### src/rtl/pack_pkg.sv
// Shared framing constants and types for the packSend/packRecv byte stream.
package pack_pkg;

  localparam logic [7:0]  SYNC_FF   = 8'hFF;
  localparam logic [7:0]  SYNC_TAIL = 8'h7F;
  localparam int unsigned SYNC_LEN  = 4;
  localparam logic [SYNC_LEN*8-1:0] SYNC_WORD = {SYNC_FF, SYNC_FF, SYNC_FF, SYNC_TAIL};

  typedef enum logic {
    StHunt,
    StSynced
  } recv_state_e;

  function automatic logic isSync(input logic [SYNC_LEN*8-1:0] w);
    return w == SYNC_WORD;
  endfunction

endpackage

### src/rtl/pack_sync_detect.sv
// Byte shift window with sync-sequence compare; serves both lock hunting and boundary checks.
module pack_sync_detect
  import pack_pkg::*;
(
  input  logic                    clk,
  input  logic                    rst,
  input  logic                    shiftEn,
  input  logic                    clear,
  input  logic [7:0]              byteIn,
  output logic [SYNC_LEN*8-1:0]   windowNext,
  output logic                    matchNext
);

  logic [SYNC_LEN*8-1:0] window;

  // Compare against the window as it will be once byteIn is shifted in, so the decision
  // is made in the same cycle the byte arrives.
  assign windowNext = {window[SYNC_LEN*8-9:0], byteIn};
  assign matchNext  = isSync(windowNext);

  always_ff @(posedge clk or negedge rst) begin
    if (!rst) begin
      window <= '0;
    end else if (clear) begin
      window <= shiftEn ? {{(SYNC_LEN*8-8){1'b0}}, byteIn} : '0;
    end else if (shiftEn) begin
      window <= windowNext;
    end
  end

endmodule

### src/rtl/pack_recv.sv
// Receive side of the packed byte stream: sync hunt, frame counting, boundary-sync stripping
// and word re-presentation on the packet-processor interface.
module pack_recv
  import pack_pkg::*;
#(
  parameter int unsigned FRAME_WORDS  = 8,
  parameter int unsigned SYNC_TO_LOG2 = 23
) (
  input  logic        clk,
  input  logic        rst,
  input  logic [9:0]  DataVal,
  input  logic        DataReady,
  output logic        DataNext,
  input  logic        Hold,
  output logic [15:0] PacketWd,
  output logic        WdAvail,
  output logic        PacketCommit,
  output logic        PacketReset,
  output logic        Synced,
  output logic        SyncSeen
);

  localparam int unsigned    CntW    = $clog2(2 * FRAME_WORDS);
  localparam logic [CntW-1:0] LastCnt = CntW'(2 * FRAME_WORDS - 1);
  localparam logic [CntW-1:0] HdrCnt  = CntW'(3);

  recv_state_e             stateQ;
  logic [CntW-1:0]         byteCnt;
  logic [7:0]              lowByte;
  logic [15:0]             word1Stage;
  logic                    word1Pend;
  logic                    commitArm;
  logic                    commitPend;
  logic                    frameEmitted;
  logic [SYNC_TO_LOG2-1:0] timer;

  logic [7:0]              byteIn;
  logic                    unusedHi;
  logic [SYNC_LEN*8-1:0]   windowNext;
  logic                    matchNext;
  logic                    timeout;
  logic                    cntHigh;
  logic                    emitReq;

  assign byteIn   = DataVal[7:0];
  assign unusedHi = ^DataVal[9:8];
  assign timeout  = (stateQ == StSynced) && (timer == '1);
  assign cntHigh  = 32'(byteCnt) >= 32'd4;
  assign Synced   = (stateQ == StSynced);

  // A new word emission requested by the byte arriving this cycle.
  assign emitReq = (stateQ == StSynced) && DataReady && !timeout &&
                   (((byteCnt == HdrCnt) && !matchNext) || (cntHigh && byteCnt[0]));

  pack_sync_detect u_sync (
    .clk        (clk),
    .rst        (rst),
    .shiftEn    (DataReady),
    .clear      (timeout),
    .byteIn     (byteIn),
    .windowNext (windowNext),
    .matchNext  (matchNext)
  );

  always_ff @(posedge clk or negedge rst) begin
    if (!rst) begin
      stateQ       <= StHunt;
      byteCnt      <= '0;
      lowByte      <= '0;
      word1Stage   <= '0;
      word1Pend    <= 1'b0;
      commitArm    <= 1'b0;
      commitPend   <= 1'b0;
      frameEmitted <= 1'b0;
      timer        <= '0;
      DataNext     <= 1'b0;
      PacketWd     <= '0;
      WdAvail      <= 1'b0;
      PacketCommit <= 1'b0;
      PacketReset  <= 1'b0;
      SyncSeen     <= 1'b0;
    end else begin
      DataNext     <= !Hold;
      WdAvail      <= 1'b0;
      PacketCommit <= 1'b0;
      PacketReset  <= 1'b0;
      SyncSeen     <= 1'b0;

      // Second header word trails word 0 by one cycle.
      if (word1Pend && !timeout) begin
        PacketWd  <= word1Stage;
        WdAvail   <= 1'b1;
        word1Pend <= 1'b0;
        if (commitArm) begin
          commitPend <= 1'b1;
          commitArm  <= 1'b0;
        end
      end
      if (commitPend) begin
        PacketCommit <= 1'b1;
        commitPend   <= 1'b0;
      end

      unique case (stateQ)
        StHunt: begin
          if (DataReady && matchNext) begin
            stateQ       <= StSynced;
            byteCnt      <= '0;
            timer        <= '0;
            frameEmitted <= 1'b0;
            SyncSeen     <= 1'b1;
          end
        end

        StSynced: begin
          timer <= timer + 1'b1;
          if (timeout) begin
            // Byte arriving now is left to the cleared hunt window.
            stateQ       <= StHunt;
            PacketReset  <= frameEmitted;
            frameEmitted <= 1'b0;
            byteCnt      <= '0;
            lowByte      <= '0;
            word1Stage   <= '0;
            word1Pend    <= 1'b0;
            commitArm    <= 1'b0;
          end else if (DataReady) begin
            byteCnt <= (byteCnt == LastCnt) ? '0 : byteCnt + 1'b1;
            if (byteCnt == HdrCnt) begin
              if (matchNext) begin
                byteCnt  <= '0;
                timer    <= '0;
                SyncSeen <= 1'b1;
              end else begin
                PacketWd     <= {windowNext[23:16], windowNext[31:24]};
                WdAvail      <= 1'b1;
                word1Stage   <= {windowNext[7:0], windowNext[15:8]};
                word1Pend    <= 1'b1;
                frameEmitted <= (byteCnt != LastCnt);
                commitArm    <= (byteCnt == LastCnt);
              end
            end else if (cntHigh) begin
              if (!byteCnt[0]) begin
                lowByte <= byteIn;
              end else begin
                PacketWd     <= {byteIn, lowByte};
                WdAvail      <= 1'b1;
                frameEmitted <= (byteCnt != LastCnt);
                if (byteCnt == LastCnt) begin
                  commitPend <= 1'b1;
                end
              end
            end
          end
        end

        default: stateQ <= StHunt;
      endcase
    end
  end

  // Header word 1 must never collide with a freshly completed word.
  assert property (@(posedge clk) disable iff (!rst) !(word1Pend && emitReq));

endmodule
### config.mk
export PLATFORM = sky130hd
export DESIGN_NAME = pack_recv
export DESIGN_NICKNAME = d
export VERILOG_FILES = /design/src/rtl/pack_pkg.sv /design/src/rtl/pack_sync_detect.sv /design/src/rtl/pack_recv.sv
export SDC_FILE = /design/constraint.sdc
export NUM_CORES = 1
export LEC_CHECK = 0
export ABC_AREA = 1
export BUFFER_PORTS_ARGS = -buffer_cell sky130_fd_sc_hd__buf_2
export CAP_MARGIN = 20
export CORE_MARGIN = 2
export CORE_UTILIZATION = 40
export CTS_CLUSTER_DIAMETER = 30
export CTS_CLUSTER_SIZE = 25
export DETAILED_ROUTE_END_ITERATION = 6
export HOLD_SLACK_MARGIN = 0.06
export PLACE_DENSITY_LB_ADDON = 0.3
export SYNTH_ARGS = -nofsm -noshare
export SYNTH_HDL_FRONTEND = slang
export SYNTH_SLANG_ARGS = --single-unit
### constraint.sdc
create_clock -name clk -period 2.9 [get_ports clk]
set_input_delay 0.29 -clock clk [delete_from_list [all_inputs] [get_ports clk]]
set_output_delay 0.29 -clock clk [all_outputs]
set_load 0.02 [all_outputs]
; ---- Word level (Yosys, flattened, before mapping)
; Cells that the tools add are included.
[totals]
register_bits = 101
in_bits = 14
output_inout_bits = 22
elab_cells = 127
[op_classes]
n_addsub = 2
magnitude_cmp = 1
eq_ne = 13
mux = 82
n_bitwise = 1
reduce_logical = 12
[ops]
columns = operator, count
row1 = two-way mux 16 bit, 12
row2 = two-way mux 23 bit, 5
row3 = two-way mux 24 bit, 2
row4 = two-way mux 8 bit, 6
row5 = two-way mux 1 bit, 46
row6 = one-hot mux 23 bit (2 select lines), 1
row7 = "equality test 32 bit, second input constant", 1
row8 = two-way mux 4 bit, 6
row9 = "adder 23 x 1 -> 23 bit, second input constant", 1
row10 = "equality test 23 bit, second input constant", 1
row11 = AND reduction 5 bit, 2
row12 = "!= test 4 x 1 -> 1 bit, second input constant", 2
row13 = "!= test 4 bit, second input constant", 2
row14 = one-hot mux 4 bit (2 select lines), 1
row15 = one-hot mux 1 bit (2 select lines), 3
row16 = nonzero test 2 bit, 3
row17 = "adder 4 x 1 -> 4 bit, second input constant", 1
row18 = "equality test 4 x 2 -> 1 bit, second input constant", 1
row19 = "equality test 4 bit, second input constant", 1
row20 = "greater-or-equal comparator 4 x 3 -> 1 bit, second input constant", 1
row21 = "!= test 2 x 1 -> 1 bit, second input constant", 2
row22 = "!= test 2 bit, second input constant", 2
row23 = AND reduction 4 bit, 1
row24 = logical AND 1 bit, 3
row25 = other kinds (4), 5

; ---- Longest topological paths before layout
; Gate-level depths: netlist of the first run.
[depth]
word_depth = 13
depth_mapped = 12
depth_no_buf = 12

; ---- Cells and area by module
; From an unflattened synthesis of the first run, not the netlist that was laid out.
[hier_totals]
hier_cells = 671
hier_area_um2 = 5295.1
[by_module_without_submodules]
columns = mod, n_inst, cells_per_inst, area_per_inst_um2, seq_area_each_um2
row1 = pack_recv, 1, 549, 4181.5, 1926.8
row2 = pack_sync_detect, 1, 122, 1113.6, 600.6

; ---- Worst setup path before layout of the first run
; Ideal clock, no wire load.
[synth_path]
path_type = register to register
from = register timer[0]
to = register PacketWd[10]
setup_ns = 0.122
arrival_time_ns = 1.604
t_required_ns = 2.778
slack_ns = 1.174
stages_incl_launch_ff = 12
path_buffers = 1
period_less_slack_ns = 1.726
path_cell_list = dfrtp_1 -> ha_1 -> nand2_2 -> nor2_4 -> nand2_4 -> nor2_8 -> nand2_4 -> nand2_8 -> nor2_4 -> nor2_8 -> buf_12 -> a21oi_2
[synth_via]
elab_chain_cells = 11
word_cells_on_any_way = 12
cone_classes = 1 x eq/ne / 8 x mux / 3 x reduce/logical
[synth_lines]
columns = item, line_no
row1 = from (decl), pack_recv.sv:35  ; logic [SYNC_TO_LOG2-1:0] timer;
row2 = from (signal assigned), pack_recv.sv:116  ; timer <= timer + 1'b1;
row3 = equality test 23 bit *, pack_recv.sv:47  ; assign timeout = (stateQ == StSynced) && (timer == '1);
row4 = logical AND 1 bit *, pack_recv.sv:47
row5 = logical NOT 1 bit, pack_recv.sv:90  ; if (word1Pend && !timeout) begin
row6 = logical AND 1 bit, pack_recv.sv:90
row7 = two-way mux 16 bit, pack_recv.sv:90
row8 = two-way mux 16 bit, pack_recv.sv:143  ; if (!byteCnt[0]) begin
row9 = two-way mux 16 bit, pack_recv.sv:142  ; end else if (cntHigh) begin
row10 = two-way mux 16 bit, pack_recv.sv:129  ; if (byteCnt == HdrCnt) begin
row11 = two-way mux 16 bit, pack_recv.sv:127  ; end else if (DataReady) begin
row12 = two-way mux 16 bit, pack_recv.sv:117  ; if (timeout) begin
row13 = two-way mux 16 bit *, pack_recv.sv:104  ; unique case (stateQ)
row14 = to (signal assigned), pack_recv.sv:91  ; PacketWd <= word1Stage;
row15 = to (signal assigned), pack_recv.sv:135  ; PacketWd <= {windowNext[23:16], windowNext[31:24]};
row16 = to (signal assigned), pack_recv.sv:146  ; PacketWd <= {byteIn, lowByte};
row17 = to (decl), pack_recv.sv:15  ; output logic [15:0] PacketWd,
; Every way passes the cells marked *; elsewhere a longest branch is shown, timed or not.
; A chain may end at the register's enable or synchronous reset.

; ---- Worst setup path in the final report of the first run
[layout_path]
from = register timer[0]
to = register timer[12]
[layout_via]
elab_chain_cells = 6
word_cells_on_any_way = 8
cone_classes = 1 x add/sub / 1 x eq/ne / 5 x mux / 1 x reduce/logical
[layout_lines]
columns = item, line_no
row1 = adder 23 x 1 -> 23 bit, pack_recv.sv:116
row2 = two-way mux 23 bit, pack_recv.sv:130  ; if (matchNext) begin
row3 = two-way mux 23 bit, pack_recv.sv:129
row4 = two-way mux 23 bit, pack_recv.sv:127
row5 = two-way mux 23 bit *, pack_recv.sv:117
row6 = one-hot mux 23 bit (2 select lines) *, pack_recv.sv:104
; Marks and branches as above.

==> results.md, run 1 <==
* Worst Skew at between 10 and 15 ps
* Cell family with most CP delay: simple AND/OR/NAND/NOR gates
* Placed Cells incl. Taps at between 800 and 900
* Die ar. at between 10000 and 15000 µm²
* Total Routing Usage GR at between 10% and 20%
* DR WL/cell at approximately 14 µm
* # port buffers at 33
* Clock root buffer: clkbuf_16
* Period utilization at approximately three quarters
* Main combinational cell family by area after synthesis: simple AND/OR/NAND/NOR gates
* P_leak at roughly 2.9 nW
* Initial Utilization at about 41%
* Peak VDD IR at around 0.00049 V
* Post-synthesis sequential area ratio at about 48%
* Detail Route Antenna Nets at 0
* Yosys warns at 0
* DR vias at 4380
* Final min period at between 2000 and 2500 ps
* Status: completed
* Least-Margin Pin Slew at around 750 ps
* FMAX at between 0.4 and 0.5 GHz
* Buffers & Inverters on Critical Path at 0
* Core ar. at approximately 13000 µm²
* Final hold violations at 0
* Slew Limit Fails at 0
* CP max FO at 17
* Congestion Overflow GR at 0
* Yosys top cell area share at between 40% and 50%
* DRC viols at 0
* Synth cell count leaders: nand2_1, dfrtp_1, inv_1
* Syn nets at just under 700
* Mean number of vias per cell at around 5.1
* Max clock buf depth at 2
* Largest net degree at the start of global routing at 57
* Pwr Total at 4.48 mW
* H-tree Lvls at 3
* Synth Area in XOR/XNOR at 2.64%
* Setup_tns at 0 ps
* Fin nets at 701
* Clock transition at the registers of the reported paths at around 70 ps
* Post-DP HPWL at 8.62 mm
* Yosys cell types at 36
* Post-synth top area cell: dfrtp_1
* GP Congestion at ~0.83
* Die width at around 120 µm
* RSZ-0062 raised after global routing: no
* Critical Path Slowest Stage Cell: dfrtp_1
* Total wire length at ~12 mm
* Slew HR at around half
* Crit start category: register
* Top_reg_cell synth: dfrtp_1
* Antenna Diode Count at 0
* Compound-Gate Fraction of Synth Area at ~11%
* Most common cell in the netlist: nand2_1
* Final setup viols at 0
* CTS tree: done
* Clk sink count at 101
* Final core occ at between 40% and 50%
* Hold WC Path Type: primary input to register
* Worst-Skew Late Latency at 350 ps
* Top Ports at 36
* DRT Pass-1 Iters at 5
* Critical path type: register to register
* Crit-path cells: ha_1, nand2_2, nor2_4, nand2_4, nor2_8, nand3_4, nand2_4, nor2_2, nor2_1, nand2_1, nand2_1
* # rows at between 40 and 50
* Synth area leaders: dfrtp_1, nand2_1, nand3_1, inv_1, o22ai_1
* Flops & latches, synth at 101
* Adder-cell area share of the yosys netlist at 0.471%
* Required @ worst endpoint at between 3000 and 4000 ps
* Critical Path End Type: register
* Fin cells at between 800 and 900
* Max-Cap Viols at 0
* First-pass GRT wire length at 21.3 mm
* Syn Area/Cell at a little over 8 µm²
* Post-synth EDFFs at 0
* WP data arrival at between 2000 and 2500 ps
* Die height at ~120 µm
* Vias in the first global route at around 4400
* Post-cts sizing count at 0
* Cell Area, Synth at between 5000 and 6000 µm²
* CTS Buf Count at 9
* Simple-gate share of the synthesized area at slightly below 30%
* Share of post-route cells with drive strength above 1 at between 15 and 20%
* Fraction of registers with async set or reset after synthesis at between 90% and 100%
* Mux contribution to synthesized area at 0%
* Initial antenna violation count at 0
* Starting DRT DRC Count at 261
* Area growth syn-to-layout at 11.9%
* Crit path largest cell delay at approximately 400 ps
* Power density cells at 754 nW/µm²
* Syn Inst Count at between 600 and 700
-- final cells by class --
cell class              count  area (µm²)
fillers                  1297        7140
clock inverters             4        55.1
inverters                  86         323
multi-input cells         446        2320
clock buffers              12         256
well taps                 176         220
flip-flops and latches    101        2530
repair buffers             41         243
-- flip-flops by register name (all words and copies together) (netlist names), 4 cells and up --
signal         cells
u_sync.window     24
word1Stage        16
byteCnt            4
lowByte            8
PacketWd          16
timer             23
-- per-stage QoR --
step	cell area, µm²	hold WS (ps)	worst slack [ps]
after floorplan	5310	-5.59	1170
after global placement	5620	365	759
after detailed placement	5620	370	727
after CTS	5940	61.8	696
after global routing	5940	77.3	512
final	5940	79.2	732
-- cells in the final DEF (no fill, tap or decap), drive strengths merged --
cell type / instances
bufinv: 1
or2: 9
ha: 2
dlygate4sd3: 1
clkinvlp: 1
buf: 40
clkbuf: 12
a21oi: 33
nor3b: 1
o21bai: 1
clkinv: 2
nor2: 51
o22ai: 25
a21o: 1
inv: 86
nand4: 6
nand3: 81
xor2: 8
nand2: 178
o21ai: 37
xnor2: 8
nor3: 5
dfrtp: 101
-- path summary, 6_finish.rpt --
check                      startpoint             to  slack (ps)  cells after the start
max in group asynchronous         rst     byteCnt[0]        1670                      3
min in group asynchronous         rst  word1Stage[5]         550                      2
hold reg to reg            commitPend   PacketCommit         380                      0
hold / removal                   Hold       DataNext          80                      2
setup reg to reg             timer[0]      timer[12]         730                     11
setup / recovery             timer[0]      timer[12]         730                     11
-- layer usage --
layer | vias up | GRT usage (%) | part of all wire, %
li1 | 2175 | - | -
met1 | 2100 | 24.9 | 47
met2 | 98 | 31.0 | 47
met3 | 7 | 4.45 | 5.0
met4 | 0 | 4.54 | 0.98
met5 | - | 0 | 0
-- power breakdown --
part           internal, mW  switching [mW]  leakage, nW  total (mW)
registers              1.75           0.181         1.25        1.93
clock network         0.721           0.530        0.149        1.25
logic                 0.485           0.814         1.48        1.30
-- logic make-up after synthesis --
logic type / after synthesis
AO/OA/AOI/OAI: 97
XOR/XNOR: 16
adder cells (fa/ha/maj): 2
buffers and inverters: 110
flip-flops: 101
AND/OR/NAND/NOR: 331
-- worst reg2reg max path, stage by stage, from the launching register on --
cell and delay [ps]:
dfrtp_1 390, ha_1 240, nand2_2 90, nor2_4 130, nand2_4 90, nor2_8 190
nand3_4 290, nand2_4 310, nor2_2 140, nor2_1 110, nand2_1 50, nand2_1 80
-- timing repair --
action | CTS | global route
setup buffers | 0 | 0
hold buffers | 1 | 0
hold endpoints to repair | 55 | 0
No activity file was read; power rests on OpenSTA's default activity.
==> run 2: changes to the inputs <==
--- a/config.mk
+++ b/config.mk
@@ -5,7 +5,7 @@
 export SDC_FILE = /design/constraint.sdc
 export NUM_CORES = 1
 export LEC_CHECK = 0
-export ABC_AREA = 1
+export ABC_AREA = 0
 export BUFFER_PORTS_ARGS = -buffer_cell sky130_fd_sc_hd__buf_2
 export CAP_MARGIN = 20
 export CORE_MARGIN = 2
==> constraint.sdc (replaced) <==
create_clock -name clk -period 2.2 [get_ports clk]
set_input_delay 0.22 -clock clk [delete_from_list [all_inputs] [get_ports clk]]
set_output_delay 0.22 -clock clk [all_outputs]
set_load 0.02 [all_outputs]
==> results.md, run 2 <==
* Status: completed (unchanged)
* Pre-CTS setup slack at 72.2 ps (was 727 ps)
* HP Start: DataVal[6] (was Hold)
* Hold WC Path Type: primary input to register (unchanged)
* Clock transition at the registers of the reported paths at 80 ps (was 70 ps)
* Congestion Overflow GR at 0 (unchanged)
* Power density cells at 659 nW/µm² (was 754 nW/µm²)
* P_leak at 2.48 nW (was 2.89 nW)
* Fraction of registers with async set or reset after synthesis at 100% (unchanged)
* Initial Utilization at 40.5% (was 40.6%)
* Max FFs per register at 24 (unchanged)
* Worst r2r path cells at 7 (was 11)
* Combinational power share at 4.8% (was 29.0%)
* Max-Cap Viols at 0 (unchanged)
* First-pass GRT wire length at 19.2 mm (was 21.3 mm)
* Post-synth EDFFs at 0 (unchanged)
* # rows at 40 (was 42)
* GRT Max-Usage Layer: met2 (unchanged)
* Net Sw Power at 923 µW (was 1.52 mW)
* Area growth syn-to-layout at 17.1% (was 11.9%)
* Met3 Resource Use GR at 2.87% (was 4.45%)
* Yosys cell types at 56 (was 36)
* Sw Share at 24.8% (was 34.0%)
* R2R setup slack at 80 ps (was 730 ps)
* Die height at 114 µm (was 119 µm)
* DR vias at 3681 (was 4380)
* Top Ports at 36 (unchanged)
* Syn Area/Cell at 10.3 µm² (was 8.08 µm²)
* CTS tree: done (unchanged)
* Most frequent cells in the layout: dfrtp_1, nand2_1, mux2i_1 (was nand2_1, dfrtp_1, inv_1)
* Synth area leaders: dfrtp_1, mux2i_1, nand2_1, a21oi_1, xor2_1 (was dfrtp_1, nand2_1, nand3_1, inv_1, o22ai_1)
* Commonest non-fill, non-tap cell in the layout: dfrtp_1 (was nand2_1)
* Crit-path cells: ha_2, and2_2, nand3_2, or4_4, buf_4, buf_4, a22oi_1 (was ha_1, nand2_2, nor2_4, nand2_4, nor2_8, nand3_4, nand2_4, nor2_2, nor2_1, nand2_1, nand2_1)
* H-tree Lvls at 3 (unchanged)
* Post-synth top area cell: dfrtp_1 (unchanged)
* Flops & latches, synth at 101 (unchanged)
* Period utilization at 96.3% (was 74.7%)
* Die width at 114 µm (was 119 µm)
* Crit path top cell by count: buf_4
* Mean number of vias per cell at 5.53 (was 5.06)
* Clock root buffer: clkbuf_16 (unchanged)
* Final min period at 2120 ps (was 2170 ps)
* Slew HR at 67.2% (was 50.3%)
* CP startpoint: timer[0] (unchanged)
* Vias in the first global route at 3656 (was 4350)
* Total Routing Usage GR at 18.9% (was 18.7%)
* Critical path type: register to register (unchanged)
* GP Congestion at 0.814 (was 0.825)
* Post-DP HPWL at 7.71 mm (was 8.62 mm)
* Yosys warns at 0 (unchanged)
* Reg2Reg Launch Point: timer[0] (unchanged)
* Peak VDD IR at 0.000345 V (was 0.000490 V)
* Crit start category: register (unchanged)
* Crit path largest cell delay at 560 ps (was 390 ps)
* Total wire length at 11.5 mm (was 12.3 mm)
* Max clock buf depth at 2 (unchanged)
* Antenna Diode Count at 0 (unchanged)
* Met2 Use GR at 28.8% (was 31.0%)
* DRC viols at 0 (unchanged)
* Top reg by flops: u_sync.window (unchanged)
* Initial antenna violation count at 0 (unchanged)
* Critical Path Slowest Stage Cell: or4_4 (was dfrtp_1)
* Post-synthesis sequential area ratio at 52.3% (was 47.6%)
* # port buffers at 33 (unchanged)
* Die ar. at 13000 µm² (was 14200 µm²)
* Final hold violations at 0 (unchanged)
* Setup WS post-layout at 81.8 ps (was 732 ps)
* Core ar. at 11900 µm² (was 13100 µm²)
* RSZ-0062 raised after global routing: yes (was no)
* Critical Path End Type: register (unchanged)
* Required @ worst endpoint at 2460 ps (was 3180 ps)
* CP max FO at 16 (was 17)
* Clk sink count at 101 (unchanged)
* Syn Inst Count at 467 (was 657)
* Worst-Skew Late Latency at 350 ps (about the same)
* CTS Buf Count at 9 (unchanged)
* Regs by FF count: u_sync.window: 24 flops, timer: 23 flops (unchanged)
* DR WL/cell at 17.3 µm (was 14.2 µm)
* Syn nets at 483 (was 673)
* Worst Skew at 9.15 ps (was 10.7 ps)
* Int Pwr at 2.81 mW (was 2.96 mW)
* Yosys top cell area share at 52.3% (was 47.6%)
* Final setup viols at 0 (unchanged)
* Cell Area, Synth at 4830 µm² (was 5310 µm²)
* Flop pwr share at 53.1% (was 43.1%)
* Fin nets at 530 (was 701)
* Fillcell total at 1139 (was 1297)
* Most common cell in the netlist: dfrtp_1 (was nand2_1)
* Clock power share at 42.0% (was 27.9%)
* DRT Pass-1 Iters at 4 (was 5)
* Top_reg_cell synth: dfrtp_1 (unchanged)
* Detail Route Antenna Nets at 0 (unchanged)
* WHS Path Cells at 3 (was 2)
* Setup_tns at 0 ps (unchanged)
* Final core occ at 47.5% (was 45.4%)
* Least-Margin Pin Slew at 492 ps (was 746 ps)
* Largest net degree at the start of global routing at 44 (was 57)
* Synth cell count leaders: dfrtp_1, nand2_1, mux2i_1 (was nand2_1, dfrtp_1, inv_1)
* Setup bufs post-CTS at 0 (unchanged)
* FMAX at 0.472 GHz (was 0.461 GHz)
* Starting DRT DRC Count at 287 (was 261)
* WP data arrival at 2370 ps (was 2450 ps)
* Routing usage on met1 at 27.1% (was 24.9%)
* Slew Limit Fails at 0 (unchanged)
* Share of post-route cells with drive strength above 1 at 19.8% (was 16.4%)
==> run 2: cell count changes after synthesis, moves of 14 or more <==
cell	delta
mux2i_1	+40
nor2_1	-14
a21oi_1	+15
a22oi_1	+16
nand2_1	-98
inv_1	-69
o21ai_0	-16
nand3_1	-61
==> run 2: metrics by stage <==
step	total power [mW]	instances	instance area [µm²]	hold slack, ps
CTS	3.77	666	5630	144
detailed placement	2.19	648	5310	226
finish	3.73	666	5660	155
global route	3.88	666	5660	158
global placement	2.19	648	5310	214
floorplan	2.08	467	4830	-75.6
==> run 2: worst max-delay path: cells and delay by family, from the launching register on <==
family	cells	cell delay (ps)
AO/OA/AOI/OAI	1	220
buffers and inverters	2	370
flip-flops	1	380
AND/OR/NAND/NOR	3	830
adder cells (fa/ha/maj)	1	230
==> run 2: area by class of cell <==
type	count	area [µm²]	area share [%]
Clock inverter	6	53.8	0.951
Inverter	12	45.0	0.796
Tap cell	147	184	3.25
Clock buffer	10	239	4.22
Timing Repair Buffer	67	482	8.52
Multi-Input combinational cell	323	2130	37.6
Sequential cell	101	2530	44.7
==> run 2: repair_timing <==
action / CTS / global route
setup endpoints to repair: 0 / 38
gates resized for setup: 0 / 9
endpoints found under the hold margin: 37 / 0
hold buffers: 2 / 0
==> run 2: path summary, 6_finish.rpt <==
path / end
max: PacketWd[1]
min: word1Stage[14]
max reg2reg: PacketWd[1]
min reg2reg: PacketCommit
max in group asynchronous: word1Stage[9]
min in group asynchronous: timer[18]
==> run 2: routing by layer <==
metal  vias to the layer above  share of wire, %
met4                         0               1.9
met2                        75                47
met5                         -                 0
met1                      1827                47
li1                       1763                 -
met3                        16               4.1
==> run 2: kinds of logic (layout without fill, tap and decap cells) <==
| family | after synthesis | in the layout | synth area share [%] |
|---|---|---|---|
| flops | 101 | 101 | 52.3 |
| compound gates | 96 | 96 | 12.2 |
| simple gates | 162 | 162 | 17.9 |
| fa+ha+maj | 2 | 2 | 0.518 |
| xor+xnor | 21 | 21 | 3.81 |
| mux | 42 | 42 | 8.76 |
| buf+inv | 43 | 95 | 4.51 |
==> run 2: power by group through the flow <==
| stage | registers [mW] | logic, mW | clock network, mW |
|---|---|---|---|
| floorplan | 2.00 | 0.0807 | 0 |
| global placement | 2.01 | 0.173 | 0 |
| detailed placement | 2.01 | 0.180 | 0 |
| CTS | 1.98 | 0.184 | 1.60 |
| global route | 1.99 | 0.208 | 1.68 |
| finish | 1.98 | 0.181 | 1.57 |
==> run 3: changes to the inputs <==
--- a/config.mk
+++ b/config.mk
@@ -7,9 +7,9 @@
 export LEC_CHECK = 0
 export ABC_AREA = 0
 export BUFFER_PORTS_ARGS = -buffer_cell sky130_fd_sc_hd__buf_2
-export CAP_MARGIN = 20
+export CAP_MARGIN = 5
 export CORE_MARGIN = 2
-export CORE_UTILIZATION = 40
+export CORE_UTILIZATION = 30
 export CTS_CLUSTER_DIAMETER = 30
 export CTS_CLUSTER_SIZE = 25
 export DETAILED_ROUTE_END_ITERATION = 6
==> results.md, run 3 (synthesis results as in run 2) <==
* Status: completed (unchanged)
* CP startpoint: byteCnt[1] (was timer[0])
* Regs by FF count: u_sync.window: 24 flops, timer: 23 flops (unchanged)
* Power density cells at 652 nW/µm² (was 659 nW/µm²)
* Final hold violations at 0 (unchanged)
* H-tree Lvls at 3 (unchanged)
* CTS Buf Count at 9 (unchanged)
* Antenna Diode Count at 0 (unchanged)
* FMAX at 0.479 GHz (was 0.472 GHz)
* Most frequent cells in the layout: dfrtp_1, nand2_1, mux2i_1 (unchanged)
* Clk sink count at 101 (unchanged)
* Congestion Overflow GR at 0 (unchanged)
* Commonest non-fill, non-tap cell in the layout: dfrtp_1 (unchanged)
* Max clock buf depth at 2 (unchanged)
* DR WL/cell at 15.9 µm (was 17.3 µm)
* Worst-Skew Late Latency at 340 ps (was 350 ps)
* Critical path type: register to register (unchanged)
* Die height at 131 µm (was 114 µm)
* Slew HR at 64.2% (was 67.2%)
* RSZ-0062 raised after global routing: no (was yes)
* Detail Route Antenna Nets at 0 (unchanged)
* Die width at 131 µm (was 114 µm)
* R2R setup slack at 110 ps (was 80 ps)
* Area growth syn-to-layout at 19.5% (was 17.1%)
* Setup_tns at 0 ps (unchanged)
* Fin nets at 533 (was 530)
* Crit Reg-Reg Endpoint: PacketWd[12] (was PacketWd[1])
* Fillcell total at 1578 (was 1139)
* Int Pwr at 2.91 mW (was 2.81 mW)
* Crit path largest cell delay at 530 ps (was 560 ps)
* Crit. path cell count at 7 (unchanged)
* Max-Cap Viols at 0 (unchanged)
* Die ar. at 17100 µm² (was 13000 µm²)
* GP Congestion at 0.833 (was 0.814)
* Hold WC Path Type: primary input to register (unchanged)
* First-pass GRT wire length at 19.4 mm (was 19.2 mm)
* Reg2Reg Launch Point: byteCnt[1] (was timer[0])
* Mean number of vias per cell at 5.02 (was 5.53)
* Crit start category: register (unchanged)
* Least-Margin Pin Slew at 537 ps (was 492 ps)
* # port buffers at 33 (unchanged)
* Cell family with most CP delay: simple AND/OR/NAND/NOR gates (unchanged)
* Period utilization at 95.0% (was 96.3%)
* Combinational power share at 5.0% (was 4.8%)
* Clock power share at 42.4% (was 42.0%)
* Critical Path End Type: register (unchanged)
* Clock root buffer: clkbuf_16 (unchanged)
* Net Sw Power at 853 µW (was 923 µW)
* Crit-path cells: ha_1, or3b_2, nor2_1, o21ai_2, buf_12, o22ai_1, a22oi_1 (was ha_2, and2_2, nand3_2, or4_4, buf_4, buf_4, a22oi_1)
* Initial Utilization at 30.5% (was 40.5%)
* Max FFs per register at 24 (unchanged)
* Peak VDD IR at 0.000296 V (was 0.000345 V)
* Share of post-route cells with drive strength above 1 at 19.9% (was 19.8%)
* Buffers & Inverters on Critical Path at 1 (was 2)
* Worst r2r path cells at 7 (unchanged)
* Total wire length at 11.7 mm (was 11.5 mm)
* DRC viols at 0 (unchanged)
* Critical Path End: PacketWd[12] (was PacketWd[1])
* Worst Skew at 12.3 ps (was 9.15 ps)
* Vias in the first global route at 3627 (was 3656)
* DRT Pass-1 Iters at 5 (was 4)
* Starting DRT DRC Count at 284 (was 287)
* Final hold slack at 174 ps (was 155 ps)
* Clock transition at the registers of the reported paths at 70 ps (was 80 ps)
* CTS tree: done (unchanged)
* Core ar. at 15800 µm² (was 11900 µm²)
* Sw Share at 22.7% (was 24.8%)
* CP max FO at 34 (was 16)
* Final min period at 2090 ps (was 2120 ps)
* Top reg by flops: u_sync.window (unchanged)
* DR vias at 3706 (was 3681)
* WP data arrival at 2300 ps (was 2370 ps)
* Largest net degree at the start of global routing at 40 (was 44)
* # rows at 46 (was 40)
* Final setup viols at 0 (unchanged)
* Slew Limit Fails at 0 (unchanged)
* Top Ports at 36 (unchanged)
* Initial antenna violation count at 0 (unchanged)
* Total Routing Usage GR at 14.5% (was 18.9%)
* Critical Path Slowest Stage Cell: or3b_2 (was or4_4)
* Post-DP HPWL at 8.19 mm (was 7.71 mm)
* Flop pwr share at 52.5% (was 53.1%)
* Required @ worst endpoint at 2410 ps (was 2460 ps)
* P_leak at 2.51 nW (was 2.48 nW)
[run 3: power groups by stage]
| stage | clock network, mW | logic [mW] | registers, mW |
|---|---|---|---|
| global route | 1.73 | 0.216 | 1.98 |
| finish | 1.60 | 0.190 | 1.98 |
| global placement | 0 | 0.184 | 2.01 |
| detailed placement | 0 | 0.189 | 2.01 |
| CTS | 1.65 | 0.193 | 1.98 |
| floorplan | 0 | 0.0807 | 2.00 |
[run 3: worst register-to-register path: cells and delay by family (launching register included)]
family                     cells  cell delay (ps)
adders and majority gates      1              190
and+or+nand+nor                2              740
buffers and inverters          1              180
DFF                            1              390
AOI/OAI and AO/OA              3              470
[run 3: routing by layer]
metal	part of all wire, %	GRT usage (%)
met1	47	20.9
met2	48	22.9
met3	3.7	2.44
met4	0.89	3.57
met5	0	0
[run 3: worst min path at each step]
stage / start / to / slack (ps) / cells past startpoint
final: DataVal[6] / word1Stage[14] / 170 / 3
after global placement: rst / DataNext / 230 / 1
after detailed placement: rst / SyncSeen / 240 / 1
after floorplan: rst / DataNext / -80 / 0
after global routing: DataVal[5] / lowByte[5] / 180 / 3
after CTS: DataVal[6] / word1Stage[14] / 160 / 3
[run 3: what timing repair did]
item                                   CTS  global route
endpoints found under the hold margin   38             0
setup endpoints to repair                0            41
resized for setup                        0             8
setup buffers                            0             0
hold buffers                             2             0
[run 3: through the flow]
stage / area, µm² / total power, mW / util [%] / instances / setup WS [ps]
2_1_floorplan: 4830 / 2.08 / - / 467 / 101
3_3_place_gp: 5420 / 2.19 / 34.3 / 720 / 91.5
3_5_place_dp: 5420 / 2.20 / 34.3 / 720 / 48.0
4_1_cts: 5740 / 3.82 / 36.3 / 738 / 22.9
5_1_grt: 5770 / 3.93 / 36.5 / 738 / 0.929
6_report: 5770 / 3.77 / 36.5 / 738 / 111
[run 3: cell type report]
type	instances	area, µm²	area share, %
sequential	101	2530	43.8
inverter	12	45.0	0.780
tap	216	270	4.68
clock inverter	4	55.1	0.954
clock buffer	12	246	4.27
timing repair buffer	70	504	8.73
multi-input combinational	323	2120	36.8
